**src/rtl/regfile_wl_16x16.sv**
```systemverilog
// regfile_wl_16x16: 16-entry register file written by a one-hot wordline, two registered read ports with bypass
module regfile_wl_16x16 #(
  parameter int WIDTH   = 16,
  parameter bit ZERO_R0 = 1'b1
) (
  input  logic             clk,
  input  logic             rst_n,
  input  logic [15:0]      wordline_i,
  input  logic [WIDTH-1:0] write_data_i,
  input  logic [3:0]       src_reg1_i,
  input  logic [3:0]       src_reg2_i,
  input  logic             rd_en_i,
  input  logic             clr_err_i,
  output logic [WIDTH-1:0] src_data1_o,
  output logic [WIDTH-1:0] src_data2_o,
  output logic             rd_valid_o,
  output logic [3:0]       last_wr_idx_o,
  output logic [7:0]       wr_count_o,
  output logic             wl_err_o
);
  logic [WIDTH-1:0] regs_q [16];
  logic [WIDTH-1:0] src_data1_q, src_data2_q, rd1_d, rd2_d;
  logic             rd_valid_q, wl_err_q, wl_any, wl_onehot, wl_multi;
  logic [3:0]       last_wr_idx_q, wr_idx;
  logic [7:0]       wr_count_q;

  // Classify the wordline; x & (x-1) clears the lowest set bit, so zero means at most one bit
  assign wl_any    = |wordline_i;
  assign wl_onehot = wl_any && ((wordline_i & (wordline_i - 16'd1)) == 16'd0);
  assign wl_multi  = wl_any && !wl_onehot;

  // OR-encode the wordline; only meaningful when it is one-hot
  always_comb begin
    wr_idx = '0;
    for (int i = 0; i < 16; i++) wr_idx = wr_idx | (wordline_i[i] ? i[3:0] : 4'd0);
  end

  // Read value with R0 forcing first, then same-cycle write bypass
  function automatic logic [WIDTH-1:0] rd_val(input logic [3:0] s);
    return (ZERO_R0 && s == 4'd0) ? '0 :
           (wl_onehot && s == wr_idx) ? write_data_i : regs_q[s];
  endfunction

  assign rd1_d = rd_val(src_reg1_i);
  assign rd2_d = rd_val(src_reg2_i);

  // Register array: accepted one-hot writes only, R0 left untouched when hardwired to zero
  always_ff @(posedge clk or negedge rst_n) begin
    if (!rst_n) for (int i = 0; i < 16; i++) regs_q[i] <= '0;
    else if (wl_onehot && !(ZERO_R0 && wr_idx == 4'd0)) regs_q[wr_idx] <= write_data_i;
  end

  // Read ports: load on request, otherwise hold data and drop valid
  always_ff @(posedge clk or negedge rst_n) begin
    if (!rst_n) begin
      src_data1_q <= '0;
      src_data2_q <= '0;
      rd_valid_q  <= 1'b0;
    end else begin
      rd_valid_q <= rd_en_i;
      if (rd_en_i) begin
        src_data1_q <= rd1_d;
        src_data2_q <= rd2_d;
      end
    end
  end

  // Write bookkeeping: last index, saturating count, sticky error where set beats clear
  always_ff @(posedge clk or negedge rst_n) begin
    if (!rst_n) begin
      last_wr_idx_q <= '0;
      wr_count_q    <= '0;
      wl_err_q      <= 1'b0;
    end else begin
      if (wl_onehot) last_wr_idx_q <= wr_idx;
      if (wl_onehot && wr_count_q != 8'hFF) wr_count_q <= wr_count_q + 8'd1;
      wl_err_q <= wl_multi ? 1'b1 : clr_err_i ? 1'b0 : wl_err_q;
    end
  end

  assign src_data1_o   = src_data1_q;
  assign src_data2_o   = src_data2_q;
  assign rd_valid_o    = rd_valid_q;
  assign last_wr_idx_o = last_wr_idx_q;
  assign wr_count_o    = wr_count_q;
  assign wl_err_o      = wl_err_q;
endmodule

```
**config.mk**
```make
export PLATFORM = sky130hd
export DESIGN_NAME = regfile_wl_16x16
export DESIGN_NICKNAME = d
export VERILOG_FILES = /design/src/rtl/regfile_wl_16x16.sv
export SDC_FILE = /design/constraint.sdc
export NUM_CORES = 1
export LEC_CHECK = 0
export BUFFER_PORTS_ARGS = -buffer_cell sky130_fd_sc_hd__buf_4
export CAP_MARGIN = 20
export CORE_UTILIZATION = 43
export DETAILED_ROUTE_END_ITERATION = 12
export PLACE_DENSITY_LB_ADDON = 0.3
export SYNTH_ARGS = -nofsm -noshare
export SYNTH_HDL_FRONTEND = slang
export SYNTH_SLANG_ARGS = --single-unit
```
**constraint.sdc**
```tcl
create_clock -name clk -period 2.18 [get_ports clk]
set_input_delay 0.109 -clock clk [delete_from_list [all_inputs] [get_ports clk]]
set_output_delay 0.109 -clock clk [all_outputs]
set_load 0.005 [all_outputs]
```
# Word level (Yosys, flattened, before mapping)
# Index checks and enable logic that the tools add are counted.
# classes
n_mul,0
bitwise_logic,18
n_eq_ne,3
addsub,2
n_div,0
mux,30
n_shift,0
magnitude_cmp,4
reduce_logical,15
# ops
cell,count
256-bit bitwise mux,1
16-bit 2-to-1 mux,9
16-bit binary-select mux with 4-bit select,2
16-bit demux with 4-bit select,1
4-bit 2-to-1 mux,8
4-bit OR,7
16-bit AND,1
16-bit logical NOT,1
16-bit OR reduction,1
16-bit by 1-bit subtractor with 16-bit output (second input constant),1
5-bit greater-or-equal comparator (second input constant),3
4-bit NOT with 5-bit output,3
4-bit logical NOT,3
3-bit 2-to-1 mux,4
3-bit OR,3
8-bit by 1-bit adder with 8-bit output (second input constant),1
4-bit == test,2
8-bit inequality test (second input constant),1
1-bit logical AND,7
5-bit by 1-bit < comparator with 1-bit output (second input constant),1
2-bit 2-to-1 mux,2
3-bit by 4-bit OR with 4-bit output,1
1-bit 2-to-1 mux,3
2-bit by 3-bit OR with 3-bit output,1
4 further kinds,5
# word_totals
reg_bits,302
input_bits,44
output_inout_bits,46
elab_cells,94
romBits,0
latchBits,0
memories,0
ram_bits,0

# Depth between registers and ports, before layout
# Gate-level depths: netlist of the first run.
# logic_depth
word_depth,21
mapped_depth,9
ltp_nobuf,6

# Least setup slack after synthesis of the first run
# No wires, ideal clock.
# synth_path
path_type,in2reg
startpoint,input port wordline_i[1]
endpoint,"register src_data2_q[10], in the netlist src_data2_o[10]"
stages,8
required_ps,2034
slack_ps,-207
setup_ps,146
path_buffers,2
arrival_time_ps,2242
path_cell_list,or4_4 > a2111oi_1 > nor3_2 > or4_1 > buf_2 > buf_2 > o211ai_1 > o221ai_1
# synth_via
elab_chain_len,19
elab_cells_between_ends,24
cone_classes,add/sub: 1; eq/ne: 1; mux: 3; bitwise: 15; reduce/logical: 4
# synth_lines
element,line,source
from (decl),8,"input logic [15:0] wordline_i,"
1-bit 2-to-1 mux,35,for (int i = 0; i < 16; i++) wr_idx = wr_idx | (wordline_i[i] ? i[3:0] : 4'd0);
1-bit by 2-bit OR with 2-bit output,35,
2-bit OR,35,
2-bit by 3-bit OR with 3-bit output,35,
3-bit OR (3 in a row),35,
3-bit by 4-bit OR with 4-bit output,35,
4-bit OR (7 in a row),35,
4-bit == test,41,(wl_onehot && s == wr_idx) ? write_data_i : regs_q[s];
1-bit logical AND *,41,
16-bit 2-to-1 mux *,41,
16-bit 2-to-1 mux *,40,return (ZERO_R0 && s == 4'd0) ? '0 :
to (signal assigned),63,src_data2_q <= rd2_d;
to (decl),22,"logic [WIDTH-1:0] src_data1_q, src_data2_q, rd1_d, rd2_d;"
# Every way passes the cells marked *; elsewhere a longest branch is shown, timed or not.
# A chain may end at the register's enable or synchronous reset.

# Worst setup path after layout of the first run
# layout_path
startpoint,input port wordline_i[3]
endpoint,register regs_q[210] (netlist name)
# layout_via
elab_chain_len,20
elab_cells_between_ends,29
cone_classes,add/sub: 1; order compare: 2; mux: 4; bitwise: 15; reduce/logical: 7
# layout_lines
element,line,source
2-bit 2-to-1 mux,35,
2-bit OR,35,
2-bit by 3-bit OR with 3-bit output,35,
3-bit OR (3 in a row),35,
3-bit by 4-bit OR with 4-bit output,35,
4-bit OR (7 in a row),35,
4-bit NOT with 5-bit output (not written as such),50,else if (wl_onehot && !(ZERO_R0 && wr_idx == 4'd0)) regs_q[wr_idx] <= write_data_i;
5-bit greater-or-equal comparator (not written as such) or 5-bit by 1-bit < comparator with 1-bit output (tied branches),50,
1-bit logical AND (not written as such),50,
16-bit 2-to-1 mux (not written as such),50,
16-bit demux with 4-bit select,50,
256-bit bitwise mux,50,
"to (signal, indexed assignment)",50,
to (decl),21,logic [WIDTH-1:0] regs_q [16];
# Several ways; a longest one is shown, not always the timed one.

==> impl_metrics.env, run 1 <==
export IMPL_vias=11193
export IMPL_place_worst_setup_slack_ns=-0.434
export IMPL_finalCriticalPeriod_ns=2.08
export IMPL_nNetsFinal=1347
export IMPL_hold_path_endpoint="src_data2_o[8]"
export IMPL_compound_cell_area_share_of_the_yosys_netlist_pct=7.12
export IMPL_avgViaCountPerCell=6.24
export IMPL_rsz0062_at_grt="false"
export IMPL_finalSetupViolations=0
export IMPL_cts_h_tree_lvls=2
export IMPL_syn_instance_count=1143
export IMPL_final_max_slew_viol_count=0
export IMPL_die_area_mm2=0.0381
export IMPL_yosys_cell_count_top_type="dfrtp_1"
export IMPL_die_width_um=195
export IMPL_synth_area_top_cells="dfrtp_1 47%, mux4_2 18%, mux2_2 16%"
export IMPL_overflow=0
export IMPL_grt_pass1_wl_mm=70.5
export IMPL_cts_sinks=302
export IMPL_boundaryPins=90
export IMPL_totalWireLength_mm=45.6
export IMPL_antenna_cells_inserted=0
export IMPL_worstMarginPinSlew_ns=0.932
export IMPL_post_synth_xor_area_fraction_pct=0.764
export IMPL_synthMuxAreaShare_pct=34.9
export IMPL_main_combinational_cell_family_by_area_after_synthesis="multiplexers"
export IMPL_hp_class="input pin to flip-flop"
export IMPL_numCtsBuffers=35
export IMPL_worst_path_stages=10
export IMPL_first_iter_violations=799
export IMPL_max_slew_margin_rel_pct=37.7
export IMPL_fin_total_pwr_mw=12.2
export IMPL_pin_count_of_the_biggest_net_entering_global_routing=73
export IMPL_critical_path_sink_type="flip-flop"
export IMPL_tritoncts="done"
export IMPL_layout_drive_gt1_share_pct=51.3
export IMPL_synthFlopType="dfrtp_1"
export IMPL_synth_largest_type_area_fraction_pct=47.1
export IMPL_track_usage_pct=24.3
export IMPL_worstReg2RegStart="regs_q[94]"
export IMPL_grt_pass1_vias=11435
export IMPL_yosys_area_share_adder_pct=0.0780
export IMPL_drc=0
export IMPL_cell_class_contributing_the_biggest_share_of_worst_path_delay="simple AND/OR/NAND/NOR gates"
export IMPL_finish_utilization_pct=53.8
export IMPL_route_detailed_wl_per_inst_um=25.4
export IMPL_ctsLongestPathBuffers=3
export IMPL_globalplace_congestion=0.828
export IMPL_clock_skew_ns=0.00970
export IMPL_irDropWorstVdd_uv=408
export IMPL_worst_r2r_path_depth=5
export IMPL_core_area_mm2=0.0367
export IMPL_max_stage_delay_ns=0.59
export IMPL_path_cells="buf_4 > or4_4 > a2111oi_4 > nor3_4 > buf_4 > nor3_4 > buf_4 > nand3_2 > buf_4 > mux2_2"
export IMPL_hold_path_startpoint="write_data_i[8]"
export IMPL_hpwlAfterDp_mm=30.0
export IMPL_finish_instance_area_mm2=0.0197
export IMPL_total_leakage_power_nw=9.16
export IMPL_critical_path_n_buffers_inverters=4
export IMPL_synth_edf_count=0
export IMPL_placedInstanceArea_mm2=0.0185
export IMPL_ff_to_ff_setup_slack_ns=0.36
export IMPL_clock_insertion_delay_at_the_later_pin_of_the_skew_report_ns=0.51
export IMPL_cap_viol_max_count=0
export IMPL_critPathMaxFanout=8
export IMPL_finalWorstSetupSlack_ns=0.0975
export IMPL_final_hold_worst_slack_ns=0.0110
export IMPL_critical_path_startpoint="wordline_i[3]"
export IMPL_synth_async_reset_ratio_pct=100
export IMPL_yosysSeqAreaShare_pct=47.1
export IMPL_clk_pin_slew_worst_paths_ns=0.06
export IMPL_whs_path_depth=3
export IMPL_ys_ff_latch=302
export IMPL_timing_hold_violations_final=0
export IMPL_core_rowCount=70
export IMPL_critPathLaunchType="input pin"
export IMPL_r2r_path_end="src_data1_o[14]"
export IMPL_syn_cell_area_mm2=0.0161
export IMPL_most_area_hungry_cell_type_in_the_yosys_netlist="dfrtp_1"
export IMPL_drtPass1Iterations=8
export IMPL_synthDistinctLibCells=57
export IMPL_flow_area_growth_from_synthesis_pct=23.0
export IMPL_start_util_pct=43.7
export IMPL_mappedNetlistNets=1188
export IMPL_remaining_antenna_violation_count_after_routing=0
export IMPL_cts_root_buffer="clkbuf_16"
export IMPL_post_synth_and_or_nand_nor_area_fraction_pct=6.28
export IMPL_place_port_buffers=89
export IMPL_status="finished, final reports clean"
export IMPL_power_per_cell_area_mw_per_mm2=615
export IMPL_slowest_stage="or4_4"
export IMPL_worst_ep_required_time_ns=2.57
export IMPL_post_synth_cell_area_avg_um2=14.0
export IMPL_fmax_ghz=0.480
export IMPL_yosys_warn_count=0
export IMPL_critical_path_class="input pin to flip-flop"
export IMPL_critPathArrivalTime_ns=2.47
export IMPL_period_share_pct=95.5
export IMPL_fp_dieH_um=195
export IMPL_synthTopCellsByCount="302 x dfrtp_1, 222 x mux2_2, 128 x mux4_2"
export IMPL_number_of_antenna_violations_at_the_first_check_in_global_routing=0
export IMPL_critical_path_most_common_cell="buf_4"
power breakdown:
| group | switching (mW) | total (mW) | leakage, nW | internal [mW] |
|---|---|---|---|---|
| combinational | 0.565 | 0.886 | 4.40 | 0.321 |
| clock | 2.28 | 5.66 | 0.549 | 3.37 |
| sequential | 0.000431 | 5.61 | 4.21 | 5.61 |
| total | 2.85 | 12.2 | 9.16 | 9.30 |
flip-flops by register name (all words and copies together), names as in the netlist:
signal         count
wl_err_o           1
last_wr_idx_o      4
src_data1_o       16
wr_count_o         8
src_data2_o       16
regs_q           256
rd_valid_o         1
metal layers:
metal  part of all wire, %  track usage [%]  up-vias
met1                    43             34.2     5894
li1                      -                -     4790
met5                     0                0        -
met4                   2.0             6.04        0
met2                    48             39.2      440
met3                   6.4             4.46       69
cell families after synthesis:
| kind of cell | count (synthesis) |
|---|---|
| AO/OA/AOI/OAI | 145 |
| XOR/XNOR | 14 |
| adder cells (fa/ha/maj) | 1 |
| buffers and inverters | 148 |
| flip-flops | 302 |
| multiplexers | 369 |
| AND/OR/NAND/NOR | 164 |
metrics by stage:
stage               std cells  setup TNS [ns]
detailed placement       1721          -89.27
global placement         1721          -84.55
floorplan                1143          -11.86
CTS                      1794               0
global route             1795               0
finish                   1795               0
worst min-delay path: stages:
cell and delay [ns]:
buf_4 0.18, nand3_1 0.08, o221ai_1 0.09
cell usage in the layout, fill, tap and decap left out, drive strengths merged, types with 2 or more instances in the layout:
master / synthesis / final
dfrtp: 302 / 302
mux2: 241 / 241
buf: 41 / 226
mux4: 128 / 128
a22oi: 64 / 64
clkbuf: 75 / 54
nand3: 50 / 50
nand2: 49 / 49
inv: 32 / 33
o211ai: 30 / 30
o221ai: 30 / 30
nor2: 14 / 14
nor4: 13 / 13
dlygate4sd3: 0 / 11
xor2: 9 / 9
nor3: 8 / 8
clkinv: 0 / 7
nand4: 6 / 6
or4: 6 / 6
nor2b: 5 / 5
xnor2: 5 / 5
and3: 4 / 4
a21oi: 4 / 4
o21ai: 3 / 3
a2111oi: 3 / 3
and2: 2 / 2
a32oi: 2 / 2
worst max path at each step:
| stage | endpoint |
|---|---|
| finish | regs_q[210] |
| global route | regs_q[217] |
| CTS | src_data2_o[10] |
| detailed placement | src_data2_o[5] |
| global placement | src_data2_o[12] |
| floorplan | regs_q[229] |
final cells by class:
type                            count  area, um^2
Inverter                           32         120
Fill cell                        2983       17000
Clock inverter                      9        85.1
Tap cell                          468         586
Multi-Input combinational cell    693        8040
Timing Repair Buffer              238        2330
Clock buffer                       53        1020
Sequential cell                   302        7560
timing repair:
action / 4_1_cts / 5_1_grt
hold endpoints to repair: 135 / 0
hold buffers: 11 / 0
setup endpoints to repair: 0 / 10
setup buffers: 0 / 0
gates resized for setup: 0 / 1
No activity file was read; power rests on OpenSTA's default activity.
==> run 2: changes to the inputs <==
- RECOVER_POWER: default -> 25
==> run 2 against run 1 <==
Effect of this change: the run now ends with max-capacitance violations, max-slew violations left; clock power hardly changed; count of clock-buffer cells in the layout stayed put; final area down 0.19%; flip-flop and latch count unchanged; first-iteration DRC count decreased by 4.3%; highest routed layer unchanged.
==> impl_metrics.env, run 2 (same netlist as run 1, synthesis figures left out) <==
export IMPL_finalCriticalPeriod_ns=2.08
export IMPL_remaining_antenna_violation_count_after_routing=0
export IMPL_failed_checks="max-capacitance violations, max-slew violations"
export IMPL_critical_path_class="input pin to flip-flop"
export IMPL_max_slew_margin_rel_pct=-20.7
export IMPL_worstSetupEndpoint="regs_q[212]"
export IMPL_timing_hold_violations_final=0
export IMPL_die_width_um=195
export IMPL_rsz0062_at_grt="false"
export IMPL_worst_ep_required_time_ns=2.57
export IMPL_numCtsBuffers=35
export IMPL_avgViaCountPerCell=6.20
export IMPL_clock_skew_ns=0.00682
export IMPL_drtPass1Iterations=7
export IMPL_ff_to_ff_setup_slack_ns=0.37
export IMPL_globalplace_congestion=0.828
export IMPL_irDropWorstVdd_uv=407
export IMPL_cts_root_buffer="clkbuf_16"
export IMPL_period_share_pct=95.5
export IMPL_worst_r2r_path_depth=5
export IMPL_start_util_pct=43.7
export IMPL_r2r_path_end="src_data1_o[14]"
export IMPL_critical_path_n_buffers_inverters=4
export IMPL_cap_viol_max_count=1
export IMPL_die_area_mm2=0.0381
export IMPL_registers_top_by_ff_count="regs_q"
export IMPL_critPathArrivalTime_ns=2.47
export IMPL_finalSetupViolations=0
export IMPL_grt_pass1_vias=11435
export IMPL_fp_dieH_um=195
export IMPL_hpwlAfterDp_mm=30.0
export IMPL_clock_insertion_delay_at_the_later_pin_of_the_skew_report_ns=0.51
export IMPL_pin_count_of_the_biggest_net_entering_global_routing=73
export IMPL_power_per_cell_area_mw_per_mm2=616
export IMPL_largest_register_ff_count=256
export IMPL_max_stage_delay_ns=0.59
export IMPL_layout_drive_gt1_share_pct=51.3
export IMPL_hp_class="input pin to flip-flop"
export IMPL_number_of_antenna_violations_at_the_first_check_in_global_routing=0
export IMPL_core_area_mm2=0.0367
export IMPL_path_cells="buf_4 > or4_4 > a2111oi_4 > nor3_4 > buf_4 > nor3_4 > buf_4 > nand3_2 > buf_4 > mux2_2"
export IMPL_first_iter_violations=765
export IMPL_drc=0
export IMPL_core_rowCount=70
export IMPL_clk_pin_slew_worst_paths_ns=0.06
export IMPL_grt_pass1_wl_mm=70.5
export IMPL_fin_total_pwr_mw=12.1
export IMPL_boundaryPins=90
export IMPL_worstReg2RegStart="regs_q[94]"
export IMPL_nNetsFinal=1347
export IMPL_slowest_stage="or4_4"
export IMPL_fmax_ghz=0.481
export IMPL_overflow=0
export IMPL_critical_path_startpoint="wordline_i[3]"
export IMPL_flow_area_growth_from_synthesis_pct=22.8
export IMPL_final_cell_mix="302 x dfrtp_1, 213 x mux2_2, 182 x buf_4, 128 x mux4_2, 64 x a22oi_1"
export IMPL_critical_path_sink_type="flip-flop"
export IMPL_place_port_buffers=89
export IMPL_critPathMaxFanout=9
export IMPL_worstMarginPinSlew_ns=1.81
export IMPL_tritoncts="done"
export IMPL_cts_sinks=302
export IMPL_finish_utilization_pct=53.7
export IMPL_track_usage_pct=24.3
export IMPL_status="finished, violations left"
export IMPL_total_leakage_power_nw=9.15
export IMPL_worst_path_stages=10
export IMPL_ctsLongestPathBuffers=3
export IMPL_antenna_cells_inserted=0
export IMPL_totalWireLength_mm=45.5
export IMPL_critical_path_most_common_cell="buf_4"
export IMPL_final_max_slew_viol_count=70
export IMPL_critPathLaunchType="input pin"
export IMPL_route_detailed_wl_per_inst_um=25.4
export IMPL_cell_class_contributing_the_biggest_share_of_worst_path_delay="simple AND/OR/NAND/NOR gates"
export IMPL_cts_h_tree_lvls=2
export IMPL_mostFrequentLayoutCell="dfrtp_1"
export IMPL_vias=11131
## run 2: cell count changes in the layout (fill, tap and decap cells not counted)
cell | previous run | this run
buf_4 | 186 | 182
clkbuf_2 | 0 | 4
buf_12 | 39 | 37
buf_6 | 0 | 2
buf_2 | 0 | 1
buf_8 | 1 | 0
## run 2: how the worst min path moves through the flow
| stage | slack (ns) | cells past startpoint | start | to |
|---|---|---|---|---|
| floorplan | -0.19 | 0 | rst_n | last_wr_idx_o[0] |
| global placement | 0.14 | 1 | rst_n | regs_q[140] |
| detailed placement | 0.14 | 1 | rst_n | regs_q[140] |
| CTS | 0.002 | 2 | write_data_i[8] | regs_q[120] |
| global route | 0.004 | 3 | write_data_i[8] | src_data2_o[8] |
| finish | 0.01 | 3 | write_data_i[8] | src_data1_o[8] |
## run 2: stage by stage
step / hold slack (ns) / worst slack [ns] / instances / setup TNS [ns] / instance area (um^2)
after global placement: 0.141 / -0.417 / 1721 / -84.55 / 18500
after CTS: 0.00154 / 0.102 / 1794 / 0 / 19700
after floorplan: -0.187 / -0.115 / 1143 / -11.86 / 16300
final: 0.0127 / 0.0991 / 1795 / 0 / 19700
after detailed placement: 0.142 / -0.434 / 1721 / -89.27 / 18500
after global routing: 0.00416 / 0.0124 / 1795 / 0 / 19700
## run 2: area by class of cell
type | instances | area, um^2
Fill cell | 2992 | 17000
Multi-Input combinational cell | 693 | 8040
Sequential cell | 302 | 7560
Timing Repair Buffer | 238 | 2290
Clock buffer | 53 | 1020
Tap cell | 468 | 586
Inverter | 32 | 120
Clock inverter | 9 | 85.1
## run 2: tightest hold or removal path: stages
cell and delay [ns]:
buf_4 0.18, nand3_1 0.08, o221ai_1 0.09
## run 2: metal layers
layer / global-route usage [%] / share of wire, %
met1: 34.2 / 43
met2: 39.2 / 49
met3: 4.46 / 6.8
met4: 6.04 / 2.2
met5: 0 / 0
## run 2: repair_timing
item | in CTS | in global routing
hold endpoints to repair | 135 | 0
gates resized for setup | 0 | 1
setup endpoints to repair | 0 | 10
hold buffers | 11 | 0
buffers inserted | 0 | 0
## run 2: power breakdown
part | leakage (nW) | total [mW] | internal (mW) | switching (mW)
clock network | 0.549 | 5.65 | 3.37 | 2.28
logic | 4.39 | 0.877 | 0.314 | 0.563
registers | 4.21 | 5.61 | 5.61 | 0.000433
==> run 3: changes to the inputs <==
- ABC_AREA: default -> 1
==> run 3 against run 2 <==
Effect of this change: the run now ends clean; final area down 1.5%; utilization is 2.4 points lower; synthesized cell count grew 99%; synthesized area grew 3.6%; non-clock buffer count is 53 lower; clock power rose by 0.7%; largest power group is now sequential cells; highest routed layer unchanged.
==> impl_metrics.env, run 3 <==
export IMPL_status="finished, final reports clean"
export IMPL_synth_largest_type_area_fraction_pct=45.4
export IMPL_nNetsFinal=2339
export IMPL_max_slew_margin_rel_pct=15.4
export IMPL_critical_path_sink_type="flip-flop"
export IMPL_yosys_cell_count_top_type="nand2_1"
export IMPL_track_usage_pct=29.7
export IMPL_r2r_path_end="wr_count_o[2]"
export IMPL_worstMarginPinSlew_ns=1.27
export IMPL_place_port_buffers=89
export IMPL_hold_path_endpoint="regs_q[201]"
export IMPL_post_synth_xor_area_fraction_pct=0.527
export IMPL_finish_instance_area_mm2=0.0194
export IMPL_placedInstanceArea_mm2=0.0183
export IMPL_boundaryPins=90
export IMPL_core_rowCount=71
export IMPL_critPathMaxFanout=10
export IMPL_syn_cell_area_mm2=0.0166
export IMPL_die_area_mm2=0.0395
export IMPL_slowest_stage="dfrtp_1"
export IMPL_total_leakage_power_nw=8.49
export IMPL_yosysSeqAreaShare_pct=45.4
export IMPL_antenna_cells_inserted=0
export IMPL_timing_hold_violations_final=0
export IMPL_synth_edf_count=0
export IMPL_cts_sinks=302
export IMPL_clock_insertion_delay_at_the_later_pin_of_the_skew_report_ns=0.53
export IMPL_registers_top_by_ff_count="regs_q"
export IMPL_yosys_warn_count=0
export IMPL_clk_pin_slew_worst_paths_ns=0.06
export IMPL_path_cells="ha_1 > nand3_1 > nor2_1 > nand4_1 > nand2_1 > nand2_1 > o21ai_1"
export IMPL_ys_ff_latch=302
export IMPL_met3_length_mm=5.73
export IMPL_critical_path_n_buffers_inverters=0
export IMPL_fp_dieH_um=199
export IMPL_compound_cell_area_share_of_the_yosys_netlist_pct=19.9
export IMPL_drtPass1Iterations=7
export IMPL_start_util_pct=43.9
export IMPL_grt_pass1_wl_mm=90.7
export IMPL_die_width_um=199
export IMPL_netSwitchingFraction_pct=26.4
export IMPL_worst_ep_required_time_ns=2.63
export IMPL_dr_max_layer_used="met4"
export IMPL_layout_drive_gt1_share_pct=11.5
export IMPL_core_area_mm2=0.0378
export IMPL_overflow=0
export IMPL_main_combinational_cell_family_by_area_after_synthesis="simple AND/OR/NAND/NOR gates"
export IMPL_internal_power_mw=9.49
export IMPL_first_iter_violations=1918
export IMPL_synthDistinctLibCells=32
export IMPL_yosys_area_share_adder_pct=0.0752
export IMPL_drc=0
export IMPL_largest_register_ff_count=256
export IMPL_max_stage_delay_ns=0.42
export IMPL_globalplace_congestion=0.914
export IMPL_critPathLaunchType="flip-flop"
export IMPL_worst_r2r_path_depth=7
export IMPL_flow_area_growth_from_synthesis_pct=16.7
export IMPL_avgViaCountPerCell=5.89
export IMPL_hold_path_startpoint="write_data_i[9]"
export IMPL_post_synth_cell_area_avg_um2=7.31
export IMPL_p_clk_share_pct=44.1
export IMPL_critPathArrivalTime_ns=2.22
export IMPL_fmax_ghz=0.564
export IMPL_final_cell_mix="712 x nand2_1, 302 x dfrtp_1, 230 x o21ai_1, 213 x a21oi_1, 193 x nand3_1"
export IMPL_mostFrequentLayoutCell="nand2_1"
export IMPL_finalCriticalPeriod_ns=1.77
export IMPL_worstReg2RegStart="wr_count_o[0]"
export IMPL_pin_count_of_the_biggest_net_entering_global_routing=88
export IMPL_most_area_hungry_cell_type_in_the_yosys_netlist="dfrtp_1"
export IMPL_numCtsBuffers=35
export IMPL_critical_path_startpoint="wr_count_o[0]"
export IMPL_synthMuxAreaShare_pct=0
export IMPL_grt_pass1_vias=16078
export IMPL_layout_filler_cells=3622
export IMPL_route_detailed_wl_per_inst_um=20.4
export IMPL_number_of_antenna_violations_at_the_first_check_in_global_routing=0
export IMPL_net_switching_power_mw=3.41
export IMPL_post_synth_and_or_nand_nor_area_fraction_pct=26.9
export IMPL_vias=16638
export IMPL_pwr_share_seq_pct=44.4
export IMPL_met2WireLength_mm=25.6
export IMPL_mappedNetlistNets=2319
export IMPL_synth_async_reset_ratio_pct=100
export IMPL_cts_root_buffer="clkbuf_16"
export IMPL_power_combinational_fraction_pct=11.4
export IMPL_finalSetupTns_ns=0
export IMPL_irDropWorstVdd_uv=559
export IMPL_period_share_pct=81.3
export IMPL_wl_met1_mm=23.7
export IMPL_remaining_antenna_violation_count_after_routing=0
export IMPL_cell_class_contributing_the_biggest_share_of_worst_path_delay="simple AND/OR/NAND/NOR gates"
export IMPL_whs_path_depth=4
export IMPL_finalSetupViolations=0
export IMPL_final_max_slew_viol_count=0
export IMPL_synthTopCellsByCount="713 x nand2_1, 302 x dfrtp_1, 230 x o21ai_1"
export IMPL_critical_path_class="flip-flop to flip-flop"
export IMPL_critical_path_most_common_cell="nand2_1"
export IMPL_clock_skew_ns=0.0117
export IMPL_power_per_cell_area_mw_per_mm2=665
export IMPL_cap_viol_max_count=0
export IMPL_totalWireLength_mm=57.7
export IMPL_syn_instance_count=2274
export IMPL_ctsLongestPathBuffers=3
export IMPL_rsz0062_at_grt="false"
export IMPL_synth_area_top_cells="dfrtp_1 45%, nand2_1 16%, o21ai_1 6.9%"
export IMPL_ff_to_ff_setup_slack_ns=0.41
export IMPL_hpwlAfterDp_mm=35.8
export IMPL_cts_h_tree_lvls=2
export IMPL_tritoncts="done"
export IMPL_fin_total_pwr_mw=12.9
export IMPL_synthFlopType="dfrtp_1"
export IMPL_hp_class="input pin to flip-flop"
[run 3: changes by cell type after synthesis, sizes merged, moves of 128 or more]
cell	delta
a21oi	+209
mux2	-241
mux4	-128
nand2	+667
nand3	+145
o21ai	+374
[run 3: kinds of logic after synthesis]
family / after synthesis
buffers and inverters: 293
xor gates and xnor gates: 10
and+or+nand+nor: 1031
adders and majority gates: 1
DFF: 302
AOI/OAI and AO/OA: 637
[run 3: final cells by class]
class,instances,area [um^2],share of cell area [%]
Clock buffer,49,1010,5.20
Clock inverter,7,77.6,0.400
Inverter,91,342,1.76
Multi-Input combinational cell,1679,7900,40.7
Sequential cell,302,7560,38.9
Tap cell,511,639,3.29
Timing Repair Buffer,185,1890,9.73
[run 3: worst max-delay path by stage]
stage,end,slack [ns],cells after the start
CTS,wr_count_o[2],0.42,7
global placement,src_data1_o[7],0.12,15
detailed placement,src_data1_o[5],0.07,15
global route,wr_count_o[6],0.15,7
finish,wr_count_o[2],0.41,7
floorplan,regs_q[172],0.52,9
[run 3: worst reg2reg max path, cell delays in order, from the launching register on]
cell,delay (ns)
dfrtp_1,0.42
ha_1,0.22
nand3_1,0.13
nor2_1,0.17
nand4_1,0.26
nand2_1,0.33
nand2_1,0.08
o21ai_1,0.08
[run 3: power by group through the flow]
stage / clock network, mW / logic (mW) / registers [mW]
final: 5.69 / 1.48 / 5.73
after floorplan: 0 / 0.695 / 5.82
after detailed placement: 0 / 1.45 / 5.83
after global routing: 5.99 / 1.61 / 5.73
after CTS: 5.75 / 1.46 / 5.73
after global placement: 0 / 1.44 / 5.83
[run 3: per-stage QoR]
| stage | utilization, % | hold slack (ns) | cells | setup slack (ns) |
|---|---|---|---|---|
| after detailed placement | 48.4 | 0.145 | 2765 | 0.0689 |
| after global routing | 51.3 | 0.122 | 2824 | 0.153 |
| after global placement | 48.4 | 0.149 | 2765 | 0.122 |
| after CTS | 51.3 | 0.0985 | 2824 | 0.417 |
| after floorplan | - | -0.187 | 2274 | 0.525 |
| final | 51.3 | 0.108 | 2824 | 0.408 |
[run 3: timing repair]
item	CTS	global route
endpoints found under the hold margin	66	0
buffers inserted	0	0
resized for setup	0	0
hold buffers	3	0
[run 3: metal layers]
layer / global-route usage (%) / vias to the layer above
li1: - / 7673
met1: 39.4 / 7862
met2: 46.6 / 904
met3: 5.97 / 199
met4: 13.8 / 0
met5: 0 / -
